File: config.mk
export PLATFORM = sky130hd
export DESIGN_NAME = rf_writeback
export DESIGN_NICKNAME = d
export VERILOG_FILES = /design/src/rtl/rf_writeback.sv
export SDC_FILE = /design/constraint.sdc
export NUM_CORES = 1
export LEC_CHECK = 0
export ABC_AREA = 1
export CORE_ASPECT_RATIO = 2
export CORE_UTILIZATION = 59
export CTS_BUF_LIST = sky130_fd_sc_hd__clkbuf_4 sky130_fd_sc_hd__clkbuf_8
export DETAILED_ROUTE_END_ITERATION = 8
export PLACE_DENSITY = 0.86
export SETUP_SLACK_MARGIN = 0.02
export SYNTH_ARGS = -nofsm -noshare
export SYNTH_HDL_FRONTEND = slang
export SYNTH_SLANG_ARGS = --single-unit
File: constraint.sdc
create_clock -name clk -period 7.3 [get_ports clk]
set_clock_uncertainty 0.15 [all_clocks]
set_input_delay 1.095 -clock clk [delete_from_list [all_inputs] [get_ports clk]]
set_output_delay 1.095 -clock clk [all_outputs]
set_load 0.005 [all_outputs]
File: src/rtl/rf_writeback.sv
// Write-side front end for the 32x32 register file: arbitrates load/ALU write
// requests into an in-order queue and drains at most one write per cycle.
module rf_writeback #(
  parameter int DEPTH = 4,
  parameter int PTRW  = 2
) (
  input  logic            clk,
  input  logic            rst_n,
  input  logic            ld_valid,
  input  logic [4:0]      ld_rd,
  input  logic [31:0]     ld_data,
  output logic            ld_ready,
  input  logic            alu_valid,
  input  logic [4:0]      alu_rd,
  input  logic [31:0]     alu_data,
  output logic            alu_ready,
  output logic [4:0]      AddrD,
  output logic [31:0]     DataD,
  output logic            RegWEn,
  output logic [31:0]     pending,
  output logic [PTRW:0]   level
);

  localparam logic [PTRW:0] FULL_LVL = (PTRW+1)'(DEPTH);

  logic [36:0]     mem_q [DEPTH];
  logic [PTRW-1:0] wptr_q, wptr_d;
  logic [PTRW-1:0] rptr_q, rptr_d;
  logic [PTRW:0]   level_q, level_d;
  logic [4:0]      addr_q, addr_d;
  logic [31:0]     data_q, data_d;
  logic            wen_q, wen_d;

  logic            full;
  logic            ld_take, alu_take;
  logic            push, pop;
  logic [4:0]      req_rd;
  logic [31:0]     req_data;
  logic [PTRW-1:0] pend_idx;
  logic [31:0]     pend;

  // Handshake: a request transfers on a posedge where valid && ready; the
  // producer holds rd/data while valid is high and ready is low. Ready is
  // derived from current occupancy only, never from a same-cycle pop.
  always_comb begin
    full      = (level_q == FULL_LVL);
    ld_ready  = !full;
    alu_ready = !full && !ld_valid;
    ld_take   = ld_valid && ld_ready;
    alu_take  = alu_valid && alu_ready;
    req_rd    = ld_take ? ld_rd : alu_rd;
    req_data  = ld_take ? ld_data : alu_data;
    // Writes to x0 complete the handshake but never occupy a slot.
    push      = (ld_take || alu_take) && (req_rd != 5'd0);
    pop       = (level_q != '0);
  end

  always_comb begin
    wptr_d  = push ? wptr_q + 1'b1 : wptr_q;
    rptr_d  = pop ? rptr_q + 1'b1 : rptr_q;
    level_d = level_q;
    case ({push, pop})
      2'b10:   level_d = level_q + 1'b1;
      2'b01:   level_d = level_q - 1'b1;
      default: level_d = level_q;
    endcase
    wen_d  = pop;
    addr_d = pop ? mem_q[rptr_q][36:32] : addr_q;
    data_d = pop ? mem_q[rptr_q][31:0]  : data_q;
  end

  always_ff @(posedge clk or negedge rst_n) begin
    if (!rst_n) begin
      wptr_q  <= '0;
      rptr_q  <= '0;
      level_q <= '0;
      addr_q  <= '0;
      data_q  <= '0;
      wen_q   <= 1'b0;
    end else begin
      wptr_q  <= wptr_d;
      rptr_q  <= rptr_d;
      level_q <= level_d;
      addr_q  <= addr_d;
      data_q  <= data_d;
      wen_q   <= wen_d;
    end
  end

  // Queue storage needs no reset: occupancy alone decides which slots are live.
  always_ff @(posedge clk) begin
    if (push) begin
      mem_q[wptr_q] <= {req_rd, req_data};
    end
  end

  always_comb begin
    pend     = '0;
    pend_idx = rptr_q;
    for (int k = 0; k < DEPTH; k++) begin
      pend_idx = rptr_q + PTRW'(k);
      if ((PTRW+1)'(k) < level_q) begin
        pend[mem_q[pend_idx][36:32]] = 1'b1;
      end
    end
    if (wen_q) begin
      pend[addr_q] = 1'b1;
    end
    pend[0] = 1'b0;
  end

  assign AddrD   = addr_q;
  assign DataD   = data_q;
  assign RegWEn  = wen_q;
  assign level   = level_q;
  assign pending = pend;

endmodule

# == Yosys cells after proc, flatten, opt, wreduce, memory -nomap -nowiden ==
# Memory sizes are Yosys's and may differ from the RTL's.
# Index checks and enable logic that the tools add are counted.
# totals
reg_bits,45
mem_bits_rw,148
output_inout_bits,75
wordCells,69
n_memories,1
# op_classes
n_addsub,6
order_cmp,14
eq_ne,3
muxes,20
bitwise_logic,4
reduce_logical,15
# memory_table
memory,depth,width,rd,rd_clocked_by_memory_dff,write_ports,line_no,text
mem_q,4,37,4,0,1,26,logic [36:0] mem_q [DEPTH];
# op_table
operator,count
32-bit two-way mux,6
32-bit bitwise OR,4
5-bit by 6-bit < comparator with 1-bit output (second input constant),5
1-bit demux with 5-bit select,5
5-bit by 1-bit >= comparator with 1-bit output (second input constant),5
1-bit logical AND,9
1-bit two-way mux,7
1-bit by 3-bit < comparator with 1-bit output (first input constant),2
2-bit by 3-bit < comparator with 1-bit output (first input constant),2
3-bit one-hot mux with 2 select lines,1
5-bit two-way mux,1
5-bit nonzero test,1
2-bit by 1-bit adder with 2-bit output (second input constant),2
2-bit adder (second input constant),2
3-bit by 1-bit adder with 3-bit output (second input constant),1
3-bit == test (second input constant),1
3-bit nonzero test,1
3-bit by 1-bit subtractor with 3-bit output (second input constant),1
2-bit by 1-bit == test with 1-bit output (second input constant),1
2-bit == test (second input constant),1
1-bit logical NOT,2
2-bit nonzero test,1
1-bit logical OR,1

# == Depth between registers and ports, before layout ==
# Gate-level depths: netlist of run 1.
# An unclocked memory read counts as a cell.
# logic_depth
word_depth,14
depth_mapped,16

# == Least setup slack after synthesis of run 1 ==
# OpenSTA, ideal clock, no wires.
# synth_timing
path_kind,input port to flip-flop
start,input port ld_valid
end,"memory mem_q[0][0], enable pin"
setup_time_ps,431
arrival_ps,3324
setup_slack_ps,3395
path_stages,8
path_buffers,1
cell_sequence,nand2_2 > buf_2 > nand2_1 > nand2_1 > nor2_1 > nand3_1 > nand2_2 > nor2_1
# synth_rtl
item,line_no,text
from (decl),9,"input logic ld_valid,"
1-bit logical AND,49,ld_take = ld_valid && ld_ready;
5-bit two-way mux,51,req_rd = ld_take ? ld_rd : alu_rd;
via req_rd[2],37,logic [4:0] req_rd;
5-bit nonzero test,54,push = (ld_take || alu_take) && (req_rd != 5'd0);
1-bit logical AND,54,
1-bit two-way mux,92,if (push) begin
1-bit two-way mux (implied by the code),93,"mem_q[wptr_q] <= {req_rd, req_data};"
to (decl),26,
# The timed path passes the listed nets, and every way through them passes these cells.

# == Worst setup path after layout of run 1 ==
# layout_timing
start,register rptr_q[0]
end,output port pending[29]
# layout_via
elab_chain_cells,14
# layout_lines
item,line_no,text
from (decl),28,"logic [PTRW-1:0] rptr_q, rptr_d;"
from (signal assigned),82,rptr_q <= rptr_d;
2-bit by 1-bit adder with 2-bit output or memory 4 x 37 bit (tied branches),--,
memory 4 x 37 bit (*),--,
"5-bit by 6-bit < comparator with 1-bit output (implied by the code), or another cell as far along",103,pend[mem_q[pend_idx][36:32]] = 1'b1;
1-bit logical AND (implied by the code) or 1-bit two-way mux (tied branches),103,
1-bit two-way mux (implied by the code) or 1-bit demux with 5-bit select (tied branches),103,
1-bit demux with 5-bit select or 32-bit two-way mux (tied branches),"103, 102",
32-bit bitwise OR (no source line),--,
32-bit two-way mux,102,if ((PTRW+1)'(k) < level_q) begin
32-bit bitwise OR (no source line),--,
32-bit two-way mux,102,
32-bit bitwise OR (no source line),--,
32-bit two-way mux (*),102,
32-bit bitwise OR (no source line),--,
32-bit two-way mux (*),106,if (wen_q) begin
to (decl),20,"output logic [31:0] pending,"
# Mark *: on every way between the ends. The rest lies on a longest branch, timed or not.

==> impl_results.md, run 1 <==
- Outcome: completed
- Worst skew pair latency: 0.47 ns
- TritonCTS buffer count: 17
- Num rows: 67
- Post-cts hold buffer count: 0
- TritonCTS clock tree: built
- Remaining DRCs: 0
- R2r setup slk: 3.72 ns
- Syn Area/Cell: 8.83 µm²
- Sw Ratio: 46.9%
- Clock power share: 12.2%
- Drt initial violations: 477
- Placed instance area: 11900 µm²
- Setup TNS: 0 ns
- Crit end category: primary output
- Crit. Startpoint: rptr_q[0]
- Worst Path Arrival: 3.81 ns
- Dominant cells by area after synthesis: edfxtp_1 43%, nand2_1 16%, dfrtp_1 11%, nor2_1 6.7%, mux2_2 3.5%
- CP endpoint: pending[29]
- MaxCap Viol Count: 0
- Gr usage total: 38.0%
- Post-route non-filler standard cell count: 1518
- Worst Path Max Fanout: 40
- PwrDens: 471 nW/µm²
- Fin. Hold Viols: 0
- Seq/Total Area, Yosys: 54.5%
- Startpoint type of the worst setup path: flip-flop
- Reg2reg end: mem_q[0][12]
- Routability cong.: 1.05
- Root buffer cell: clkbuf_8
- Pint: 3.07 mW
- Leading area contributor after synthesis: edfxtp_1
- Min-delay worst type: reg2reg
- Pins Over Slew Limit: 0
- Ant diodes: 0
- First drt pass iteration count: 6
- Dpl cells: 1486
- CP required: 6.05 ns
- RSZ-0062 raised after global routing: no
- Number of nets in the final layout: 1385
- I/O Pins: 153
- Global-route wire length before repair: 48800 µm
- Cell variety after synth: 32
- Die area: 17900 µm²
- Most common cell after layout, fill and taps aside: nand2_1
- Core Region: 16800 µm²
- H-tree levels: 4
- Starting Density: 60.6%
- Grt ovf: 0
- Most frequent cells in the layout: 425 x nand2_1, 179 x nor2_1, 150 x clkdlybuf4s50_1, 148 x edfxtp_1, 66 x nand3_1
- Finished Cell Area: 12300 µm²
- Period utilization: 69.2%
- Post-cts sizing count: 0
- IO Port Bufs: 151
- Ys Warns: 0
- Lkg Pwr: 5.05 nW
- Post-CTS Setup Bufs: 0
- Clock sink total: 193
- Die Ht: 188 µm
- Routed WL: 31900 µm
- Relative slew slack: 21.1%
- Pin count of the biggest net entering global routing: 51
- Area added between synthesis and finish: 20.0%
- Worst-Margin Slew: 1.18 ns
- Post-DP HPWL: 21600 µm
- Switching pwr: 2.71 mW
- Vias/cell: 5.85
- Sequential share of power: 32.3%
- Post-synth net total: 1244
- Final setup viols: 0
- Synthesized area: 10200 µm²
- Critical path class: reg2out
- Post-route minimum period: 5.05 ns
- Reg-to-reg startpoint: level[2]
- Avg WL per Cell: 21.0 µm
- Antenna violations before repair: 0
- Worst R2R Path Depth: 9
- Clock tree buffer depth: 2
- Seq cells post-synth: 193
- Maximum vdd drop: 0.320 mV
- Share of cells above drive strength 1: 11.2%
- Logic pwr share: 55.5%
- Share of the synthesized area in the top cell type: 43.5%
- Vias in the first global route: 8826
- Fillers: 1195
- Syn Inst Count: 1157
- Overall die width: 95.1 µm
- Reg clk slew, reported paths: 0.10 ns
- Via Count: 8884
- FMAX: 198 MHz
- DRT antenna net count: 0
## critical path: stages, from the launching register on
cell and delay [ns]:
dfrtp_1 0.37, buf_4 0.25, inv_2 0.49, nand2_1 0.14
nand2_1 0.63, nand2_1 0.14, o21ai_2 0.15, nand3_2 0.24
nor2_1 0.16, nor2_1 0.06, nand2_1 0.06, clkdlybuf4s50_1 0.63
## cells in the mapped netlist
cell / number
clkinv_1: 2
clkbuf_1: 18
a31oi_1: 6
nor2_1: 183
buf_2: 9
nand3_4: 2
nor4_1: 3
nand2_1: 425
a21oi_1: 1
o21ai_0: 8
buf_4: 6
o21ai_4: 5
ha_1: 9
mux2_2: 32
nand3_1: 66
nand4_1: 18
buf_6: 9
xor2_1: 2
inv_1: 56
xnor2_1: 2
nor3_1: 12
conb_1: 1
o21ai_2: 5
nand3_2: 15
a22oi_1: 20
a41oi_1: 8
edfxtp_1: 148
dfrtp_1: 45
o21ai_1: 3
inv_2: 4
nor2_2: 10
nand2_2: 24
## kinds of logic (layout without fill, tap and decap cells)
kind of cell             after synthesis  in the layout  synth area share [%]
buffers and inverters                104            258                  4.81
adder cells (fa/ha/maj)                9              9                  1.10
AND/OR/NAND/NOR                      758            758                  31.3
flip-flops                           193            193                  54.5
AO/OA/AOI/OAI                         56             56                  4.33
XOR/XNOR                               4              4                 0.343
other                                  1              1                0.0367
multiplexers                          32             32                  3.53
## worst min path at each step
stage / cells after the start / endpoint / start / slack (ns)
finish: 2 / DataD[4] / DataD[4] / 0.34
global route: 2 / DataD[3] / DataD[3] / 0.37
CTS: 2 / DataD[4] / DataD[4] / 0.34
detailed placement: 2 / DataD[4] / DataD[4] / 0.32
global placement: 2 / DataD[12] / DataD[12] / 0.31
floorplan: 2 / DataD[11] / DataD[11] / 0.32
## metal layers
metal	GRT usage, %	vias to the layer above	wire [µm]
met5	0	-	0
met4	30.8	0	2790
met3	10.9	149	2590
met2	64.5	524	16700
met1	37.0	4115	9760
li1	-	4096	-
## per-stage QoR
step	hold WS, ns	power (mW)	setup WS [ns]	utilization (%)
after global routing	0.367	6.14	1.87	72.8
after global placement	0.313	4.89	2.93	70.3
final	0.335	5.78	2.25	72.8
after detailed placement	0.315	4.97	2.87	70.3
after floorplan	0.322	3.78	3.40	-
after CTS	0.340	5.71	2.35	72.8
## final cells by class
cell class	count	area [µm²]	share of cell area, %
Inverter	62	233	1.90
Clock inverter	10	121	0.990
Sequential cell	193	5570	45.4
Tap cell	207	259	2.11
Multi-Input combinational cell	860	4190	34.1
Clock buffer	22	290	2.37
Timing Repair Buffer	164	1600	13.1
## power by group through the flow
stage	Sequential (mW)	Combinational (mW)	Clock [mW]
2_1_floorplan	1.82	1.95	0
3_3_place_gp	1.84	3.05	0
3_5_place_dp	1.86	3.11	0
4_1_cts	1.86	3.15	0.710
5_1_grt	1.89	3.49	0.753
6_report	1.86	3.21	0.706
## flip-flops by register name (all words and copies together) (netlist names)
signal	flops
AddrD	5
DataD	32
RegWEn	1
level	3
mem_q	148
rptr_q	2
wptr_q	2
No activity file was read; power rests on OpenSTA's default activity.
==> run 2: changes to the inputs <==
--- a/config.mk
+++ b/config.mk
@@ -7,10 +7,10 @@
 export LEC_CHECK = 0
 export ABC_AREA = 1
 export CORE_ASPECT_RATIO = 2
-export CORE_UTILIZATION = 59
+export CORE_UTILIZATION = 57
 export CTS_BUF_LIST = sky130_fd_sc_hd__clkbuf_4 sky130_fd_sc_hd__clkbuf_8
 export DETAILED_ROUTE_END_ITERATION = 8
-export PLACE_DENSITY = 0.86
+export PLACE_DENSITY = 0.83
 export SETUP_SLACK_MARGIN = 0.02
 export SYNTH_ARGS = -nofsm -noshare
 export SYNTH_HDL_FRONTEND = slang
==> constraint.sdc (replaced) <==
create_clock -name clk -period 5.2 [get_ports clk]
set_clock_uncertainty 0.15 [all_clocks]
set_input_delay 0.78 -clock clk [delete_from_list [all_inputs] [get_ports clk]]
set_output_delay 0.78 -clock clk [all_outputs]
set_load 0.005 [all_outputs]
==> impl_results.md, run 2 (synthesis gave the netlist of run 1 again) <==
- Relative slew slack: 30.7% (+9.6 points)
- Critical path class: reg2out
- Biggest register: mem_q
- Worst-Margin Slew: 1.04 ns (-0.144 ns)
- Routed WL: 31300 µm (-1.9%)
- Most frequent cells in the layout: 425 x nand2_1, 179 x nor2_1, 150 x clkdlybuf4s50_1, 148 x edfxtp_1, 66 x nand3_1
- TritonCTS clock tree: built
- FMAX: 226 MHz
- Final setup viols: 0 (unchanged)
- Reg-to-reg startpoint: level[2]
- Post-route non-filler standard cell count: 1523 (+0.33%)
- Setup TNS: 0 ns (unchanged)
- Placed instance area: 11900 µm² (+0.37%)
- Outcome: completed
- Num rows: 68 (+1.5%)
- Reg clk slew, reported paths: 0.10 ns (about the same)
- Clock sink total: 193 (unchanged)
- DRT antenna net count: 0 (unchanged)
- PwrDens: 654 nW/µm² (+39%)
- Post-CTS Setup Bufs: 0 (unchanged)
- Area added between synthesis and finish: 20.2%
- CP required: 4.27 ns (-1.78 ns)
- Critical-path cell list: buf_4 -> nand2_1 -> nand2_1 -> nand2_1 -> o21ai_4 -> nand3_4 -> nor2_1 -> nor2_1 -> nand2_1 -> clkdlybuf4s50_1
- Avg WL per Cell: 20.5 µm (-2.3%)
- Largest register FFs: 148 (unchanged)
- Startpoint type of the worst setup path: flip-flop
- Post-cts hold buffer count: 0 (unchanged)
- Maximum vdd drop: 0.362 mV (+13%)
- Lkg Pwr: 5.06 nW (about the same)
- Fin. Hold Viols: 0 (unchanged)
- CP endpoint: pending[26]
- Via Count: 8714 (-1.9%)
- Worst R2R Path Depth: 9 (unchanged)
- Post-route minimum period: 4.43 ns
- Die area: 18500 µm² (+3.5%)
- TritonCTS buffer count: 17 (unchanged)
- First drt pass iteration count: 5 (-1)
- Die Ht: 191 µm (+1.7%)
- Pins Over Slew Limit: 0 (unchanged)
- Gr usage total: 34.4% (-3.6 points)
- CP max stage cell: nand2_1
- Share of cells above drive strength 1: 11.3% (+0.059 points)
- Finished Core Util: 70.8% (-2.0 points)
- R2r setup slk: 1.74 ns (-1.98 ns)
- Grt ovf: 0 (unchanged)
- Reg2reg end: mem_q[0][20]
- Most common cell after layout, fill and taps aside: nand2_1
- IO Port Bufs: 151 (unchanged)
- Antenna violations before repair: 0 (unchanged)
- RSZ-0062 raised after global routing: no
- Drt initial violations: 447 (-6.3%)
- Clock tree buffer depth: 2 (unchanged)
- Ant diodes: 0 (unchanged)
- Pin count of the biggest net entering global routing: 47 (-7.8%)
- Min-delay worst type: in2async
- Routability cong.: 1.02 (-3.0%)
- Most numerous cell on the critical path: nand2_1
- Dpl cells: 1491 (+0.34%)
- Slowest stage delay, CP: 0.62 ns (about the same)
- Worst Path Arrival: 3.50 ns (-0.31 ns)
- Crit end category: primary output
- Root buffer cell: clkbuf_8
- Starting Density: 58.9% (-1.8 points)
- Worst skew pair latency: 0.46 ns (about the same)
- Vias/cell: 5.72 (-2.2%)
- Crit. Startpoint: rptr_q[0]
- Post-cts sizing count: 0 (unchanged)
- Period utilization: 85.1%
- I/O Pins: 153 (unchanged)
- MaxCap Viol Count: 0 (unchanged)
- Global-route wire length before repair: 47200 µm (-3.2%)
- Remaining DRCs: 0 (unchanged)
- Overall die width: 96.7 µm (+1.7%)
- Number of nets in the final layout: 1387 (+0.14%)
- Core Region: 17400 µm² (+3.0%)
- Finished Cell Area: 12300 µm² (+0.17%)
- H-tree levels: 4 (unchanged)
- Worst Path Max Fanout: 39 (-2.5%)
- Vias in the first global route: 8911 (+0.96%)
- Post-DP HPWL: 22700 µm (+5.2%)
[run 2: cell type report]
class,count,area (µm²)
sequential,193,5570
fill,1317,5070
multi-input combinational,860,4190
timing repair buffer,166,1640
clock buffer,21,277
tap,210,263
inverter,62,233
clock inverter,11,113
[run 2: metal layers]
layer  wire length, µm  track usage (%)
met1              9390             30.6
met2             17300             65.4
met3              1740             5.59
met4              2830             30.1
met5                 0                0
[run 2: stage by stage]
stage	setup slack, ns	hold WS (ns)	total power, mW
3_5_place_dp	1.37	0.316	7.04
6_report	0.773	0.256	8.03
5_1_grt	0.535	0.285	8.50
3_3_place_gp	1.42	0.312	6.95
2_1_floorplan	1.53	0.322	5.30
4_1_cts	0.850	0.264	7.99
[run 2: power by group]
group,leakage [nW],internal [mW],total (mW),switching (mW)
Combinational,2.95,1.54,4.49,2.95
Sequential,1.91,2.31,2.60,0.294
Clock,0.200,0.458,0.938,0.480
Total,5.06,4.31,8.03,3.72
[run 2: worst min-delay path by stage]
stage	start	end	slack, ns	cells after the start
floorplan	DataD[11]	DataD[11]	0.32	2
global placement	DataD[20]	DataD[20]	0.31	2
detailed placement	DataD[20]	DataD[20]	0.32	2
CTS	rst_n	DataD[22]	0.26	2
global route	rst_n	DataD[22]	0.29	2
finish	rst_n	DataD[22]	0.26	2
[run 2: worst max-delay path, delay by kind of cell, from the launching register on]
family	cells	cell delay, ns
simple gates	7	1.63
buf+inv	2	0.85
flops	1	0.38
compound gates	1	0.15
==> run 3: changes to the inputs <==
--- a/config.mk
+++ b/config.mk
@@ -12,6 +12,7 @@
 export DETAILED_ROUTE_END_ITERATION = 8
 export PLACE_DENSITY = 0.83
 export SETUP_SLACK_MARGIN = 0.02
+export SLEW_MARGIN = 10
 export SYNTH_ARGS = -nofsm -noshare
 export SYNTH_HDL_FRONTEND = slang
 export SYNTH_SLANG_ARGS = --single-unit
==> results of run 3 <==
No change in the layout: final DEF, timing and power equal those of run 2.
